$ cat src/rtl/hex_life_sweep.sv
// Hex-grid toroidal life engine: sweeps the board one cell per clock through
// an external neighbour summer, then commits the next generation at once.
module hex_life_sweep #(
   parameter int          ROWS         = 8,
   parameter int          COLS         = 8,
   parameter int          NBITS        = 3,
   parameter logic [7:0]  BIRTH_MASK   = 8'h04,
   parameter logic [7:0]  SURVIVE_MASK = 8'h18,
   localparam int         NCELL        = ROWS * COLS,
   localparam int         AW           = $clog2(NCELL)
) (
   input  logic               clk,
   input  logic               rst,
   input  logic               start,
   output logic               busy,
   output logic               done,
   input  logic               wr_en,
   input  logic [AW-1:0]      wr_addr,
   input  logic               wr_data,
   input  logic [AW-1:0]      rd_addr,
   output logic               rd_data,
   output logic [6*NBITS-1:0] addends,
   input  logic [NBITS-1:0]   sum,
   output logic [15:0]        gen
);

   localparam int RW = $clog2(ROWS);
   localparam int CW = $clog2(COLS);

   localparam logic [1:0] S_IDLE   = 2'd0;
   localparam logic [1:0] S_SWEEP  = 2'd1;
   localparam logic [1:0] S_COMMIT = 2'd2;

   logic [1:0]       r_state;
   logic [NCELL-1:0] r_cur;
   logic [NCELL-1:0] r_nxt;
   logic [AW-1:0]    r_idx;
   logic [RW-1:0]    r_row;
   logic [CW-1:0]    r_col;
   logic [15:0]      r_gen;
   logic             r_done;

   logic [RW-1:0]    w_rm;
   logic [RW-1:0]    w_rp;
   logic [CW-1:0]    w_cm;
   logic [CW-1:0]    w_cp;
   logic [5:0]       w_nb;
   logic             w_sweep;
   logic             w_self;
   logic             w_new;
   logic             w_last;

   function automatic logic [AW-1:0] f_cell(
      input logic [RW-1:0] r,
      input logic [CW-1:0] c
   );
      return AW'(r) * AW'(COLS) + AW'(c);
   endfunction

   // Toroidal wrap of the row/column neighbours
   assign w_rm = (r_row == '0) ? RW'(ROWS - 1) : r_row - 1'b1;
   assign w_rp = (r_row == RW'(ROWS - 1)) ? '0 : r_row + 1'b1;
   assign w_cm = (r_col == '0) ? CW'(COLS - 1) : r_col - 1'b1;
   assign w_cp = (r_col == CW'(COLS - 1)) ? '0 : r_col + 1'b1;

   assign w_nb[0] = r_cur[f_cell(r_row, w_cm)];
   assign w_nb[1] = r_cur[f_cell(r_row, w_cp)];
   assign w_nb[2] = r_cur[f_cell(w_rm, r_col)];
   assign w_nb[3] = r_cur[f_cell(w_rm, w_cp)];
   assign w_nb[4] = r_cur[f_cell(w_rp, w_cm)];
   assign w_nb[5] = r_cur[f_cell(w_rp, r_col)];

   assign w_sweep = (r_state == S_SWEEP);
   assign w_self  = r_cur[r_idx];
   assign w_new   = w_self ? SURVIVE_MASK[sum] : BIRTH_MASK[sum];
   assign w_last  = (r_idx == AW'(NCELL - 1));

   always_comb begin
      addends = '0;
      for (int k = 0; k < 6; k++) begin
         addends[k*NBITS +: NBITS] =
            {{(NBITS-1){1'b0}}, w_nb[k] & w_sweep};
      end
   end

   assign busy    = (r_state == S_SWEEP) || (r_state == S_COMMIT);
   assign done    = r_done;
   assign gen     = r_gen;
   assign rd_data = r_cur[rd_addr];

   always_ff @(posedge clk or posedge rst) begin
      if (rst) begin
         r_state <= S_IDLE;
         r_cur   <= '0;
         r_nxt   <= '0;
         r_idx   <= '0;
         r_row   <= '0;
         r_col   <= '0;
         r_gen   <= '0;
         r_done  <= 1'b0;
      end else begin
         r_done <= 1'b0;
         unique case (r_state)
            S_IDLE: begin
               if (wr_en) begin
                  r_cur[wr_addr] <= wr_data;
               end
               if (start) begin
                  r_state <= S_SWEEP;
                  r_idx   <= '0;
                  r_row   <= '0;
                  r_col   <= '0;
               end
            end
            S_SWEEP: begin
               r_nxt[r_idx] <= w_new;
               if (w_last) begin
                  r_state <= S_COMMIT;
               end else begin
                  r_idx <= r_idx + 1'b1;
                  if (r_col == CW'(COLS - 1)) begin
                     r_col <= '0;
                     r_row <= r_row + 1'b1;
                  end else begin
                     r_col <= r_col + 1'b1;
                  end
               end
            end
            S_COMMIT: begin
               r_cur   <= r_nxt;
               r_gen   <= r_gen + 16'd1;
               r_done  <= 1'b1;
               r_state <= S_IDLE;
            end
            default: begin
               r_state <= S_IDLE;
            end
         endcase
      end
   end

endmodule
$ cat config.mk
export PLATFORM = sky130hd
export DESIGN_NAME = hex_life_sweep
export DESIGN_NICKNAME = d
export VERILOG_FILES = /design/src/rtl/hex_life_sweep.sv
export SDC_FILE = /design/constraint.sdc
export NUM_CORES = 1
export LEC_CHECK = 0
export CAP_MARGIN = 20
export CORE_UTILIZATION = 40
export CTS_CLUSTER_DIAMETER = 60
export DETAILED_ROUTE_END_ITERATION = 8
export PLACE_DENSITY = 0.55
export SLEW_MARGIN = 0
export SYNTH_ARGS = -nofsm -noshare
export SYNTH_HDL_FRONTEND = slang
export SYNTH_SLANG_ARGS = --single-unit
export TNS_END_PERCENT = 10
$ cat constraint.sdc
create_clock -name clk -period 7.1 [get_ports clk]
set_input_delay 1.775 -clock clk [delete_from_list [all_inputs] [get_ports clk]]
set_output_delay 1.775 -clock clk [all_outputs]
set_load 0.005 [all_outputs]
==> impl_metrics.py, run 1 <==
metrics = {
    "routing": {
        "vias": 9615,
        "route.detailed.drc": 0,
        "drtIter0Drc": 1107,
        "ant_nets": 0,
        "wirelength_um": 36900,
        "drtPass1Iterations": 5,
        "detail_route.wl_per_cell_um": 23.6,
        "via_per_inst": 6.14,
    },
    "yosys": {
        "ys_async_sr_fraction_pct": 100,
        "synth_top_area_share_pct": 34.1,
        "netlist_area_mm2": 0.0117,
        "syn_area_per_cell_um2": 9.91,
        "ys_types": 64,
        "synth_commonest_cells": "nor2_1 (183), dfrtp_1 (159), a21oi_1 (139)",
        "ys_ff_latch": 159,
        "synth.area.top_cells": "dfrtp_1 (34%), mux4_2 (15%), mux2i_1 (8.6%)",
        "ys_seq_area_share_pct": 34.1,
        "synth_edf_count": 0,
        "synth_warnings": 0,
        "synth.most_common_cell": "nor2_1",
        "synth_top_area_cell": "dfrtp_1",
        "ys.flop_type": "dfrtp_1",
        "syn_inst": 1178,
    },
    "clocking": {
        "postCtsResizedCells": 0,
        "cts_made_buffers": 17,
        "ctsHtreeMaxLevel": 4,
        "clkTransAtPathRegs_ns": 0.07,
        "ctsLongestPathBuffers": 2,
        "cts_setup_buffers": 0,
        "tritoncts": "done",
        "cts.sinks": 159,
        "cts_hold_buffers": 0,
        "cts-root-buf": "clkbuf_16",
        "clock_latency_ns": 0.45,
    },
    "worst_setup_path": {
        "r2r-start": "r_idx[0]$_DFFE_PP0P_",
        "timing.rr.end": "r_nxt[41]$_DFFE_PP0P_",
        "crit_fanout": 16,
        "reg2regPathDepth": 7,
        "critical_path_class": "input pin to primary output",
        "cp.required_ns": 5.33,
        "crit_arrival_ns": 4.60,
        "rrSetupSlack_ns": 2.95,
        "start_kind": "input pin",
        "critPathCaptureType": "primary output",
    },
    "worst_hold_path": {
        "worstHoldPathType": "register to register",
        "hp-start": "gen[15]$_DFFE_PP0P_",
        "whs_path_depth": 1,
        "whs_endpoint": "gen[15]$_DFFE_PP0P_",
    },
    "sta": {
        "tightest_slew_ns": 1.16,
        "finalSetupViolCount": 0,
        "period_minus_slack_ns": 6.37,
        "skew_ns": 0.0108,
        "tns_ns": 0,
        "slew_viol_final": 0,
        "max-slew-margin-rel_pct": 22.4,
        "grt_setup_unrepaired": "no",
        "fin_crit_sh_pct": 89.8,
        "layout_setup_ws_ns": 0.727,
        "finalHoldViolations": 0,
        "fmax_ghz": 0.157,
    },
    "pwr": {
        "p_switching_mw": 2.27,
        "cellPowerDensity_mw_per_mm2": 400,
        "power_leakage_nw": 4.88,
        "seqPwrFrac_pct": 32.6,
        "ir_drop_v": 0.000174,
        "combPwrFrac_pct": 48.6,
        "power_frac_clock_pct": 18.8,
        "switching_share_pct": 44.0,
        "p_int_mw": 2.89,
    },
    "die": {
        "core_mm2": 0.0287,
        "rows": 62,
        "ioPinCount": 57,
        "start_util_pct": 40.7,
        "dieArea_mm2": 0.0299,
        "dieWidth_um": 173,
        "dieHeight_um": 173,
    },
    "grt": {
        "overflow": 0,
        "grt_max_degree": 75,
        "grt_pass1_vias": 9220,
        "antenna_found_initial": 0,
        "grt_usage_pct": 25.3,
        "grt_pass1_wl_um": 58100,
    },
    "placement": {
        "place.port_buffers": 44,
        "pre_cts_ws_ns": 0.762,
        "dp_cells": 1529,
        "place.detailed.hpwl_um": 25200,
        "place.gp.congestion": 0.935,
    },
    "flow_run": {
        "max-cap-violations": 0,
    },
    "layout": {
        "layout-drive-gt1-share_pct": 18.7,
        "area.growth.synth_to_final_pct": 10.5,
        "layoutNonFillerInstCount": 1565,
        "num-nets-final": 1201,
        "diodes": 0,
    },
    "outcome": {
        "status": "completed",
    },
}
through the flow:
step / power, mW / cell area (um^2) / util, % / hold slack, ns
CTS: 5.14 / 12900 / 44.8 / 0.483
global route: 5.45 / 12900 / 44.9 / 0.518
finish: 5.16 / 12900 / 44.9 / 0.480
floorplan: 3.42 / 11700 / - / 0.468
detailed placement: 4.15 / 12300 / 42.7 / 0.472
global placement: 4.13 / 12300 / 42.7 / 0.467
sequential cells by signal, summed over array words and instances, names as in the netlist:
| register | count |
|---|---|
| r_nxt | 64 |
| r_state | 2 |
| r_row | 3 |
| r_idx | 6 |
| r_col | 3 |
| done | 1 |
| gen | 16 |
| r_cur | 64 |
metal layers:
| metal | track usage [%] | share of wire [%] | routed length, um |
|---|---|---|---|
| met5 | 0 | 0 | 0 |
| met1 | 36.6 | 44 | 16400 |
| met2 | 38.9 | 45 | 16800 |
| met3 | 4.02 | 7.8 | 2890 |
| met4 | 7.67 | 2.2 | 816 |
cell usage in the layout, fill, tap and decap left out, types with 7 or more instances in the layout:
cell type,instances
a21oi_1,139
a21oi_2,60
a22oi_1,7
and2_1,7
buf_4,22
clkbuf_16,17
clkdlybuf4s50_1,44
conb_1,12
dfrtp_1,159
ha_1,12
inv_1,12
mux2_2,9
mux2i_1,99
mux4_2,79
nand2_1,37
nand3_1,26
nand4_1,7
nor2_1,183
nor2b_1,47
nor3_1,7
nor3b_1,9
o21ai_0,17
o22a_1,33
o22ai_1,33
xnor2_1,12
layout make-up:
| type | count | area (um^2) |
|---|---|---|
| Inverter | 15 | 61.3 |
| Timing Repair Buffer | 69 | 631 |
| Fill cell | 2796 | 15800 |
| Multi-Input combinational cell | 906 | 7150 |
| Clock buffer | 17 | 425 |
| Clock inverter | 15 | 173 |
| Sequential cell | 159 | 3980 |
| Tap cell | 384 | 480 |
cells by family after synthesis:
kind of cell    count (synthesis)  share of synthesized area [%]
buf+inv                       124                           5.26
xor+xnor                       17                           1.28
compound gates                319                           18.1
fa+ha+maj                      13                           1.39
simple gates                  354                           14.6
mux                           191                           25.3
flops                         159                           34.1
other cells                     1                         0.0321
worst max path at each step:
stage,cells past startpoint,to,from
after global routing,5,rd_data,rd_addr[1]
after floorplan,1,done$_DFF_PP0_,rst
after CTS,5,rd_data,rd_addr[1]
final,5,rd_data,rd_addr[1]
after detailed placement,5,rd_data,rd_addr[1]
after global placement,6,rd_data,rd_addr[0]
power groups by stage:
stage               registers (mW)  logic [mW]  clock network [mW]
finish                        1.68        2.51               0.973
global route                  1.70        2.73                1.02
CTS                           1.65        2.50               0.992
detailed placement            1.66        2.49                   0
global placement              1.66        2.47                   0
floorplan                     1.38        2.04                   0
critical path, cell delays in order:
cell and delay [ns]:
clkdlybuf4s50_1 0.96, mux4_2 0.41, mux4_2 0.49, mux4_2 0.50, clkdlybuf4s50_1 0.46
(Power assumes the default switching activity.)
==> run 2, diff against run 1 <==
Settings changed: ABC_CLOCK_PERIOD_IN_PS from default to 7100.
==> results of run 2 <==
Final layout, timing and power as in run 1 (identical DEF).
